File: config.mk
export PLATFORM = sky130hd
export DESIGN_NAME = e_alu_arb
export DESIGN_NICKNAME = d
export VERILOG_FILES = /design/src/rtl/e_alu_arb.sv
export SDC_FILE = /design/constraint.sdc
export NUM_CORES = 1
export LEC_CHECK = 0
export CORE_AREA = 4 4 125 127
export CTS_CLUSTER_DIAMETER = 80
export DETAILED_ROUTE_END_ITERATION = 7
export DIE_AREA = 0 0 129 131
export PLACE_DENSITY_LB_ADDON = 0.3
export REMOVE_ABC_BUFFERS = 1
export SLEW_MARGIN = 20
export SYNTH_ARGS = -nofsm -noshare
export SYNTH_HDL_FRONTEND = slang
export SYNTH_SLANG_ARGS = --single-unit
File: constraint.sdc
create_clock -name i_clk -period 1.73 [get_ports i_clk]
set_input_delay 0.2595 -clock i_clk [delete_from_list [all_inputs] [get_ports i_clk]]
set_output_delay 0.2595 -clock i_clk [all_outputs]
set_load 0.02 [all_outputs]
File: src/rtl/e_alu_arb.sv
// e_alu_arb: round-robin arbiter and two-stage issue/result pipeline that
// shares one external execute-stage ALU between the integer pipe (0) and
// the branch/address unit (1).
module e_alu_arb #(
    parameter logic PRIO_INIT = 1'b0
) (
    input  logic        i_clk,
    input  logic        i_rst_n,
    input  logic        i_con_Stall,
    input  logic        i_con_Req0,
    input  logic        i_con_Req1,
    input  logic [31:0] i_data_A0,
    input  logic [31:0] i_data_A1,
    input  logic [31:0] i_data_B0,
    input  logic [31:0] i_data_B1,
    input  logic [3:0]  i_con_AluCtrl0,
    input  logic [3:0]  i_con_AluCtrl1,
    input  logic [4:0]  i_data_shamt0,
    input  logic [4:0]  i_data_shamt1,
    output logic        o_con_Gnt0,
    output logic        o_con_Gnt1,
    output logic [31:0] o_data_Res0,
    output logic [31:0] o_data_Res1,
    output logic        o_con_Valid0,
    output logic        o_con_Valid1,
    output logic        o_con_Illegal,
    output logic [31:0] o_alu_A,
    output logic [31:0] o_alu_B,
    output logic [3:0]  o_alu_Ctrl,
    output logic [4:0]  o_alu_shamt,
    input  logic [31:0] i_alu_Res
);

    localparam int unsigned DW = 32;
    localparam int unsigned CW = 4;
    localparam int unsigned SW = 5;

    // Round-robin pointer: names the requester preferred on contention
    logic prio;

    // Issue stage
    logic          v_i;
    logic          src_i;
    logic          ill_i;
    logic [DW-1:0] a_i;
    logic [DW-1:0] b_i;
    logic [CW-1:0] ctrl_i;
    logic [SW-1:0] shamt_i;

    // Result stage
    logic          v_r;
    logic          src_r;
    logic          ill_r;
    logic [DW-1:0] res_r;

    // Combinational arbitration and winner operand selection
    logic          gnt0_c;
    logic          gnt1_c;
    logic          any_gnt_c;
    logic          win_c;
    logic [DW-1:0] win_a_c;
    logic [DW-1:0] win_b_c;
    logic [CW-1:0] win_ctrl_c;
    logic [SW-1:0] win_shamt_c;
    logic          win_ill_c;

    // Grant decision; grants are suppressed during stall and reset
    always_comb begin
        gnt0_c = 1'b0;
        gnt1_c = 1'b0;
        if (i_rst_n && !i_con_Stall) begin
            gnt0_c = i_con_Req0 && (!i_con_Req1 || (prio == 1'b0));
            gnt1_c = i_con_Req1 && (!i_con_Req0 || (prio == 1'b1));
        end
    end

    assign any_gnt_c = gnt0_c | gnt1_c;
    assign win_c     = gnt1_c;

    // Winner operand mux and illegal op code detection (10, 11, 14, 15)
    always_comb begin
        win_a_c     = i_data_A0;
        win_b_c     = i_data_B0;
        win_ctrl_c  = i_con_AluCtrl0;
        win_shamt_c = i_data_shamt0;
        if (win_c) begin
            win_a_c     = i_data_A1;
            win_b_c     = i_data_B1;
            win_ctrl_c  = i_con_AluCtrl1;
            win_shamt_c = i_data_shamt1;
        end
        win_ill_c = (win_ctrl_c == CW'(10)) || (win_ctrl_c == CW'(11)) ||
                    (win_ctrl_c == CW'(14)) || (win_ctrl_c == CW'(15));
    end

    // Pointer moves to the loser after each grant, holds otherwise
    always_ff @(posedge i_clk or negedge i_rst_n) begin
        if (!i_rst_n) begin
            prio <= PRIO_INIT;
        end else if (any_gnt_c) begin
            prio <= ~win_c;
        end
    end

    // Issue register: captures the winner's operands on a grant edge
    always_ff @(posedge i_clk or negedge i_rst_n) begin
        if (!i_rst_n) begin
            v_i     <= 1'b0;
            src_i   <= 1'b0;
            ill_i   <= 1'b0;
            a_i     <= '0;
            b_i     <= '0;
            ctrl_i  <= '0;
            shamt_i <= '0;
        end else if (!i_con_Stall) begin
            v_i <= any_gnt_c;
            if (any_gnt_c) begin
                src_i   <= win_c;
                ill_i   <= win_ill_c;
                a_i     <= win_a_c;
                b_i     <= win_b_c;
                ctrl_i  <= win_ctrl_c;
                shamt_i <= win_shamt_c;
            end
        end
    end

    // Result register: samples the shared ALU, forcing 0 for illegal ops
    always_ff @(posedge i_clk or negedge i_rst_n) begin
        if (!i_rst_n) begin
            v_r   <= 1'b0;
            src_r <= 1'b0;
            ill_r <= 1'b0;
            res_r <= '0;
        end else if (!i_con_Stall) begin
            v_r   <= v_i;
            src_r <= src_i;
            ill_r <= ill_i;
            res_r <= ill_i ? '0 : i_alu_Res;
        end
    end

    assign o_con_Gnt0    = gnt0_c;
    assign o_con_Gnt1    = gnt1_c;
    assign o_alu_A       = a_i;
    assign o_alu_B       = b_i;
    assign o_alu_Ctrl    = ctrl_i;
    assign o_alu_shamt   = shamt_i;
    assign o_data_Res0   = res_r;
    assign o_data_Res1   = res_r;
    assign o_con_Valid0  = v_r & ~src_r & ~i_con_Stall;
    assign o_con_Valid1  = v_r &  src_r & ~i_con_Stall;
    assign o_con_Illegal = v_r &  ill_r & ~i_con_Stall;

endmodule

# Yosys cells after proc, flatten, opt, wreduce, memory -nomap -nowiden
# Cells that the tools add are included.
# W data, S select, Z words.
dict set report word_totals {
  register_bits 112
  output_inout_bits 142
  inputBits 183
}
dict set report classes {
  n_reduce_logical 12
  n_eq_ne 4
  muxes 7
  bitwise 11
}
# operator n
set ops {}
lappend ops {{$mux W32} 3}
lappend ops {{$eq A4 B4 Y1 const B} 4}
lappend ops {{$and A1 B1 Y1} 6}
lappend ops {{$logic_or A1 B1 Y1} 5}
lappend ops {{$mux W5} 1}
lappend ops {{$mux W4} 1}
lappend ops {{$not A1 Y1} 4}
lappend ops {{$logic_and A1 B1 Y1} 3}
lappend ops {{$logic_not A1 Y1} 3}
lappend ops {{$mux W1} 2}
lappend ops {{$reduce_and A2 Y1} 1}
lappend ops {{$or A1 B1 Y1} 1}

# Logic depth before layout (Yosys ltp)
# Gate-level depths: netlist of the first run.
dict set report logic_depth {
  ltp_word 9
  mapped_depth 7
  ltp_nobuf 5
}

# Worst setup path after synthesis of the first run
# No wires, ideal clock.
dict set report synth_timing {
  path_type {input to output}
  start {input i_con_Stall}
  end {output o_con_Valid0}
  stages 3
  arrival_time_ps 1202
  path_slack_ps 268
  n_path_buf 2
  path_cell_list {clkbuf_1 > clkbuf_1 > nor3b_1}
}
dict set report synth_via {
  elab_chain_cells 2
}
# element line
set synth_lines {}
lappend synth_lines {{start: declaration} 9} ;# input logic i_con_Stall,
lappend synth_lines {{$not A1 Y1 (no line)} -}
lappend synth_lines {{$and A1 B1 Y1} 151} ;# assign o_con_Valid0 = v_r & ~src_r & ~i_con_Stall;
lappend synth_lines {{end: declaration} 24} ;# output logic o_con_Valid0,
# Every way passes these cells.

# Worst setup path after layout of the first run
dict set report layout_timing {
  start {input i_con_Req0}
  end {output o_con_Gnt0}
}
dict set report layout_via {
  elab_chain_cells 2
}
# element line
set layout_lines {}
lappend layout_lines {{start: declaration} 10} ;# input logic i_con_Req0,
lappend layout_lines {{$logic_and A1 B1 Y1} 72} ;# gnt0_c = i_con_Req0 && (!i_con_Req1 || (prio == 1'b0));
lappend layout_lines {{$mux W1} 71} ;# if (i_rst_n && !i_con_Stall) begin
lappend layout_lines {{end: declaration} 20} ;# output logic o_con_Gnt0,
# Every way passes these cells.

==> results.sh, run 1 <==
export IMPL_fin_crit_ns=1.656
export IMPL_p_per_area_mw_per_mm2=1003
export IMPL_period_share_pct=95.70
export IMPL_die_h_um=131
export IMPL_rsz0062_at_grt="yes"
export IMPL_dp_slack_ns=-0.3390
export IMPL_yosys_warnings=0
export IMPL_grt_max_degree=77
export IMPL_synth_seq_cells=112
export IMPL_grt_usage_pct=18.80
export IMPL_final_seq_area_mm2=0.002803
export IMPL_place_gp_congestion=0.7918
export IMPL_wl_um=16590
export IMPL_worst_pin_slew_ns=0.9693
export IMPL_antenna_found_initial=0
export IMPL_multi_input_area_mm2=0.001386
export IMPL_grt_pass1_wl_um=24850
export IMPL_path_max_fanout=4
export IMPL_syn2layout_area_growth_pct=71.06
export IMPL_synthMuxAreaShare_pct=2.897
export IMPL_cp_start_kind="primary input"
export IMPL_port_buffers=324
export IMPL_required_ns=1.47
export IMPL_synth_area_leaders="dfrtp_1 (57%), a222oi_1 (12%), buf_4 (5.2%)"
export IMPL_gr_total_overflow=0
export IMPL_core_mm2=0.01442
export IMPL_synth_top_family_by_area="compound AO/OA/AOI/OAI gates"
export IMPL_yosys_area_share_simple_pct=5.640
export IMPL_die_area_mm2=0.01690
export IMPL_yosys_area_top_type="dfrtp_1"
export IMPL_cts_hold_buffers=0
export IMPL_finalPower_w=0.008372
export IMPL_ctsHtreeMaxLevel=3
export IMPL_hold_violations=0
export IMPL_clock_path_buffers=2
export IMPL_drt_pass1_iter_count=7
export IMPL_holdCritPathClass="primary input to asynchronous set/reset pin"
export IMPL_status="complete, no violations"
export IMPL_async_flop_share_pct=100.0
export IMPL_num_fill_cells=1229
export IMPL_setup_slack_ns=0.07441
export IMPL_avgSynthCellArea_um2=11.40
export IMPL_yosys_area_share_adder_pct=0
export IMPL_peakVddDrop_mv=0.4819
export IMPL_fin_nets=900
export IMPL_synth_compound_area_share_pct=19.64
export IMPL_detailed_place_hpwl_um=12860
export IMPL_boundaryPins=325
export IMPL_initial_core_util_pct=33.84
export IMPL_synthCells=428
export IMPL_clk_pin_slew_ns=0.07
export IMPL_ys_seq_area_share_pct=57.42
export IMPL_drt_iter0_drc=467
export IMPL_vias=4551
export IMPL_dieWidth_um=129
export IMPL_power_leakage_nw=3.900
export IMPL_ant_nets=0
export IMPL_synth_cell_types=28
export IMPL_rows=44
export IMPL_cts_tree="built"
export IMPL_drc=0
export IMPL_drive_gt1_share_pct=6.510
export IMPL_synth_edf_count=0
export IMPL_cts_root_buffer="clkbuf_16"
export IMPL_end_kind="output port"
export IMPL_yosysTopAreaCellShare_pct=57.42
export IMPL_fmax_mhz=604.0
export IMPL_cts_sinks=112
export IMPL_skew_ns=0.008210
export IMPL_vias_per_cell=5.023
export IMPL_yosys_most_used_dff="dfrtp_1"
export IMPL_cp_arrival_ns=1.40
export IMPL_grt_pass1_vias=4765
export IMPL_drv_slew=0
export IMPL_final_core_util_pct=57.89
export IMPL_worstSetupPathType="primary input to output port"
export IMPL_worstSkewPairLatency_ns=0.35
export IMPL_cap_violations=0
export IMPL_relSlewSlack_pct=35.38
export IMPL_netlist_area_mm2=0.004881
export IMPL_wl_per_cell_um=18.31
export IMPL_synthXorXnorAreaFrac_pct=0
export IMPL_cts_buffers=9
export IMPL_diodes=0
export IMPL_setup_viol=0
-- where the power goes --
group          total, W  internal, W  switching, W
Clock           0.00198      0.00102      0.000952
Sequential      0.00338      0.00307      0.000304
Combinational   0.00302      0.00159       0.00143
-- placed cells by master, fill, tap and decap left out, types with 2 or more instances in the layout --
master and count:
a21oi_1 4, a222oi_1 58, a22o_1 20, and3b_1 2
buf_12 4, buf_4 16, clkbuf_16 9, clkdlybuf4s50_1 317
clkinv_2 2, clkinv_4 2, dfrtp_1 112, dlygate4sd2_1 3
inv_1 60, mux2i_1 13, nand2_1 46, nor2_1 3
nor2b_1 2, o21ai_0 32
-- path summary, 6_finish.rpt --
check / start / end / slack, ns / cells past startpoint
setup / recovery: i_con_Req0 / o_con_Gnt0 / 0.07 / 4
max in group asynchronous: i_rst_n / o_alu_A[20] / 0.50 / 3
min in group i_clk: i_con_Stall / ill_r / 0.34 / 3
setup reg to reg: prio / o_alu_B[12] / 0.09 / 7
hold / removal: i_rst_n / o_alu_B[11] / 0.17 / 2
hold reg to reg: o_alu_Ctrl[2] / o_alu_Ctrl[2] / 0.48 / 2
-- sequential cells by signal (all words and copies together), names as in the netlist --
| name | cells |
|---|---|
| o_alu_Ctrl | 4 |
| o_alu_B | 32 |
| v_i | 1 |
| v_r | 1 |
| o_alu_shamt | 5 |
| ill_r | 1 |
| src_i | 1 |
| ill_i | 1 |
| o_alu_A | 32 |
| o_data_Res0 | 32 |
| prio | 1 |
| src_r | 1 |
-- final cells by class --
type                            instances  area share [%]
Clock buffer                           10           2.862
Inverter                               61           2.772
Sequential cell                       112           33.57
Tap cell                              184           2.757
Multi-Input combinational cell        191           16.60
Clock inverter                          6          0.5245
Timing Repair Buffer                  342           40.91
-- logic make-up (layout without fill, tap and decap cells) --
group | after synthesis | after routing
compound gates | 117 | 117
simple gates | 60 | 60
buf+inv | 125 | 419
mux | 14 | 14
flops | 112 | 112
-- metal layers --
metal	routed length, um	track usage (%)
met1	6133	22.10
met5	0	0
met3	1381	4.959
met2	8716	33.08
met4	361	6.980
-- worst max-delay path, stage by stage --
cell and delay, ns:
clkdlybuf4s50_1 0.47, a21boi_2 0.18, and2_4 0.21, clkdlybuf4s15_2 0.27
-- cell usage after synthesis (3+ instances only) --
| cell type | number |
|---|---|
| nor2_1 | 3 |
| dfrtp_1 | 112 |
| buf_4 | 34 |
| a21oi_1 | 4 |
| mux2i_1 | 13 |
| clkbuf_1 | 11 |
| a222oi_1 | 58 |
| nand2_1 | 46 |
| inv_1 | 60 |
| a22o_1 | 20 |
| o21ai_0 | 32 |
| buf_2 | 5 |
| buf_6 | 13 |
-- stage by stage --
stage	instances	hold slack, ns	setup TNS, ns	area (um2)
final	906	0.1748	0	8349
after global routing	906	0.2552	-0.005476	8349
after CTS	906	0.2054	0	8346
after detailed placement	891	0.4677	-11.67	8065
after global placement	891	0.4608	-9.153	8065
after floorplan	364	-0.03609	-20.10	4409
-- timing repair --
item / in CTS / in global routing
setup endpoints to repair: 5 / 1
resized for setup: 7 / 1
setup buffers: 0 / 0
pin swaps: 0 / 2
Note: power is estimated with default switching activity, not from simulation.
==> inputs of run 2 (changes only) <==
--- a/config.mk
+++ b/config.mk
@@ -9,6 +9,7 @@
 export CTS_CLUSTER_DIAMETER = 80
 export DETAILED_ROUTE_END_ITERATION = 7
 export DIE_AREA = 0 0 129 131
+export MAX_ROUTING_LAYER = met4
 export PLACE_DENSITY_LB_ADDON = 0.3
 export REMOVE_ABC_BUFFERS = 1
 export SLEW_MARGIN = 20
==> run 2 against run 1 <==
  * The run now ends with design-rule violations left
  * Sequential share of layout area is the same
  * Via count up 0.18%
  * Fmax fell by 0.14%
  * Clock skew down 0.00085 ns
  * First-iteration DRC count rose by 11%
  * Worst setup slack got worse by 0.0022 ns
  * Routed wire length up 0.25%
  * Non-clock buffer count stayed put
  * Combinational power about the same
  * Sequential cell count stayed put
  * Register-to-register slack hardly changed
==> results.sh, run 2 (synthesis results as in run 1) <==
export IMPL_r2r_start="prio"
export IMPL_post_cts_buffers=0
export IMPL_syn2layout_area_growth_pct=71.06
export IMPL_diodes=0
export IMPL_grt_usage_pct=19.38
export IMPL_power_leakage_nw=3.900
export IMPL_clk_pin_slew_ns=0.07
export IMPL_placed_cell_area_mm2=0.008065
export IMPL_final_core_util_pct=57.89
export IMPL_detailed_place_hpwl_um=12860
export IMPL_setup_viol=0
export IMPL_clock_path_buffers=2
export IMPL_seqPwrFrac_pct=40.3
export IMPL_vias=4559
export IMPL_port_buffers=324
export IMPL_worstSkewPairLatency_ns=0.34
export IMPL_drt_iter0_drc=519
export IMPL_status="complete, but fails checks"
export IMPL_initial_core_util_pct=33.84
export IMPL_most_common_layout_cells="clkdlybuf4s50_1 (317), dfrtp_1 (112), inv_1 (60)"
export IMPL_pwr_share_comb_pct=36.0
export IMPL_wl_per_cell_um=18.36
export IMPL_worstSetupPathType="primary input to output port"
export IMPL_drive_gt1_share_pct=6.510
export IMPL_grt_pass1_vias=4772
export IMPL_dieWidth_um=129
export IMPL_place_gp_congestion=0.8030
export IMPL_rsz0062_at_grt="yes"
export IMPL_vias_per_cell=5.032
export IMPL_die_area_mm2=0.01690
export IMPL_fin_nets=900
export IMPL_final_area_mm2=0.008349
export IMPL_drv_slew=0
export IMPL_peakVddDrop_mv=0.4853
export IMPL_antenna_found_initial=0
export IMPL_path_max_fanout=4
export IMPL_post_place_cells=891
export IMPL_p_sw_share_pct=32.23
export IMPL_fin_cells=906
export IMPL_holdCritPathClass="primary input to asynchronous set/reset pin"
export IMPL_p_int_w=0.005681
export IMPL_p_per_area_mw_per_mm2=1004
export IMPL_ctsHtreeMaxLevel=3
export IMPL_worst_pin_slew_ns=0.9620
export IMPL_grt_pass1_wl_um=24840
export IMPL_die_h_um=131
export IMPL_cts_buffers=9
export IMPL_cap_violations=0
export IMPL_core_mm2=0.01442
export IMPL_required_ns=1.47
export IMPL_ant_nets=0
export IMPL_final_common_cell="clkdlybuf4s50_1"
export IMPL_wl_um=16630
export IMPL_period_share_pct=95.83
export IMPL_rows=44
export IMPL_gr_total_overflow=0
export IMPL_relSlewSlack_pct=35.87
export IMPL_fmax_mhz=603.2
export IMPL_cp_arrival_ns=1.40
export IMPL_cts_sinks=112
export IMPL_grt_max_degree=77
export IMPL_drc=10
export IMPL_skew_ns=0.007363
export IMPL_switchingPower_w=0.002702
export IMPL_hold_violations=0
export IMPL_startpoint="i_con_Req0"
export IMPL_violations="design-rule violations"
export IMPL_cts_root_buffer="clkbuf_16"
export IMPL_pwr_share_clk_pct=23.7
export IMPL_cts_hold_buffers=0
export IMPL_drt_pass1_iter_count=8
export IMPL_fin_crit_ns=1.658
export IMPL_end_kind="output port"
export IMPL_cp_start_kind="primary input"
export IMPL_holdWs_ns=0.1710
export IMPL_cts_tree="built"
export IMPL_boundaryPins=325
==> run 2: cell counts in the layout (fill, tap and decap cells not counted) <==
Identical to the previous run, type by type.
==> run 2: layout make-up <==
type                       count  area [um2]
tap                          184       230.2
sequential                   112        2803
fill                        1229        6075
clock buffer                  10       239.0
multi-input combinational    191        1386
clock inverter                 6       43.79
timing repair buffer         342        3416
inverter                      61       231.5
==> run 2: final timing paths <==
kind                                       to  slack (ns)  cells past startpoint
worst max-delay path               o_con_Gnt0        0.07                      4
worst min-delay path              o_alu_B[11]        0.17                      2
worst max register to register     o_alu_B[4]        0.10                      7
worst min register to register  o_alu_Ctrl[2]        0.48                      2
max in group asynchronous         o_alu_A[20]        0.50                      3
min in group i_clk                      ill_r        0.34                      3
==> run 2: routing by layer <==
layer  part of all wire, %  up-vias  GRT usage (%)
li1                      -     2091              -
met1                    39     2200          22.69
met2                    52      237          33.17
met3                   7.0       31          3.943
met4                   2.2        0          6.980
met5                     0        -              -
==> run 2: metrics by stage <==
step,setup WS [ns],setup TNS [ns],power (W)
global placement,-0.3278,-9.153,0.006389
floorplan,-0.3050,-20.10,0.004586
global route,-0.003044,-0.003044,0.008817
CTS,0.01025,0,0.008484
finish,0.07216,0,0.008383
detailed placement,-0.3390,-11.67,0.006466
==> run 2: critical path, stage by stage <==
cell and delay, ns:
clkdlybuf4s50_1 0.47, a21boi_2 0.18, and2_4 0.21, clkdlybuf4s15_2 0.27
==> run 2: timing repair <==
item / 4_1_cts / 5_1_grt
gates resized for setup: 7 / 1
pin swaps: 0 / 4
endpoints found under the setup margin: 5 / 1
==> run 2: power by group through the flow <==
stage | Clock (W) | Combinational, W | Sequential [W]
4_1_cts | 0.00205 | 0.00306 | 0.00337
3_3_place_gp | 0 | 0.00300 | 0.00339
2_1_floorplan | 0 | 0.000545 | 0.00404
6_report | 0.00199 | 0.00302 | 0.00337
5_1_grt | 0.00216 | 0.00322 | 0.00344
3_5_place_dp | 0 | 0.00305 | 0.00341
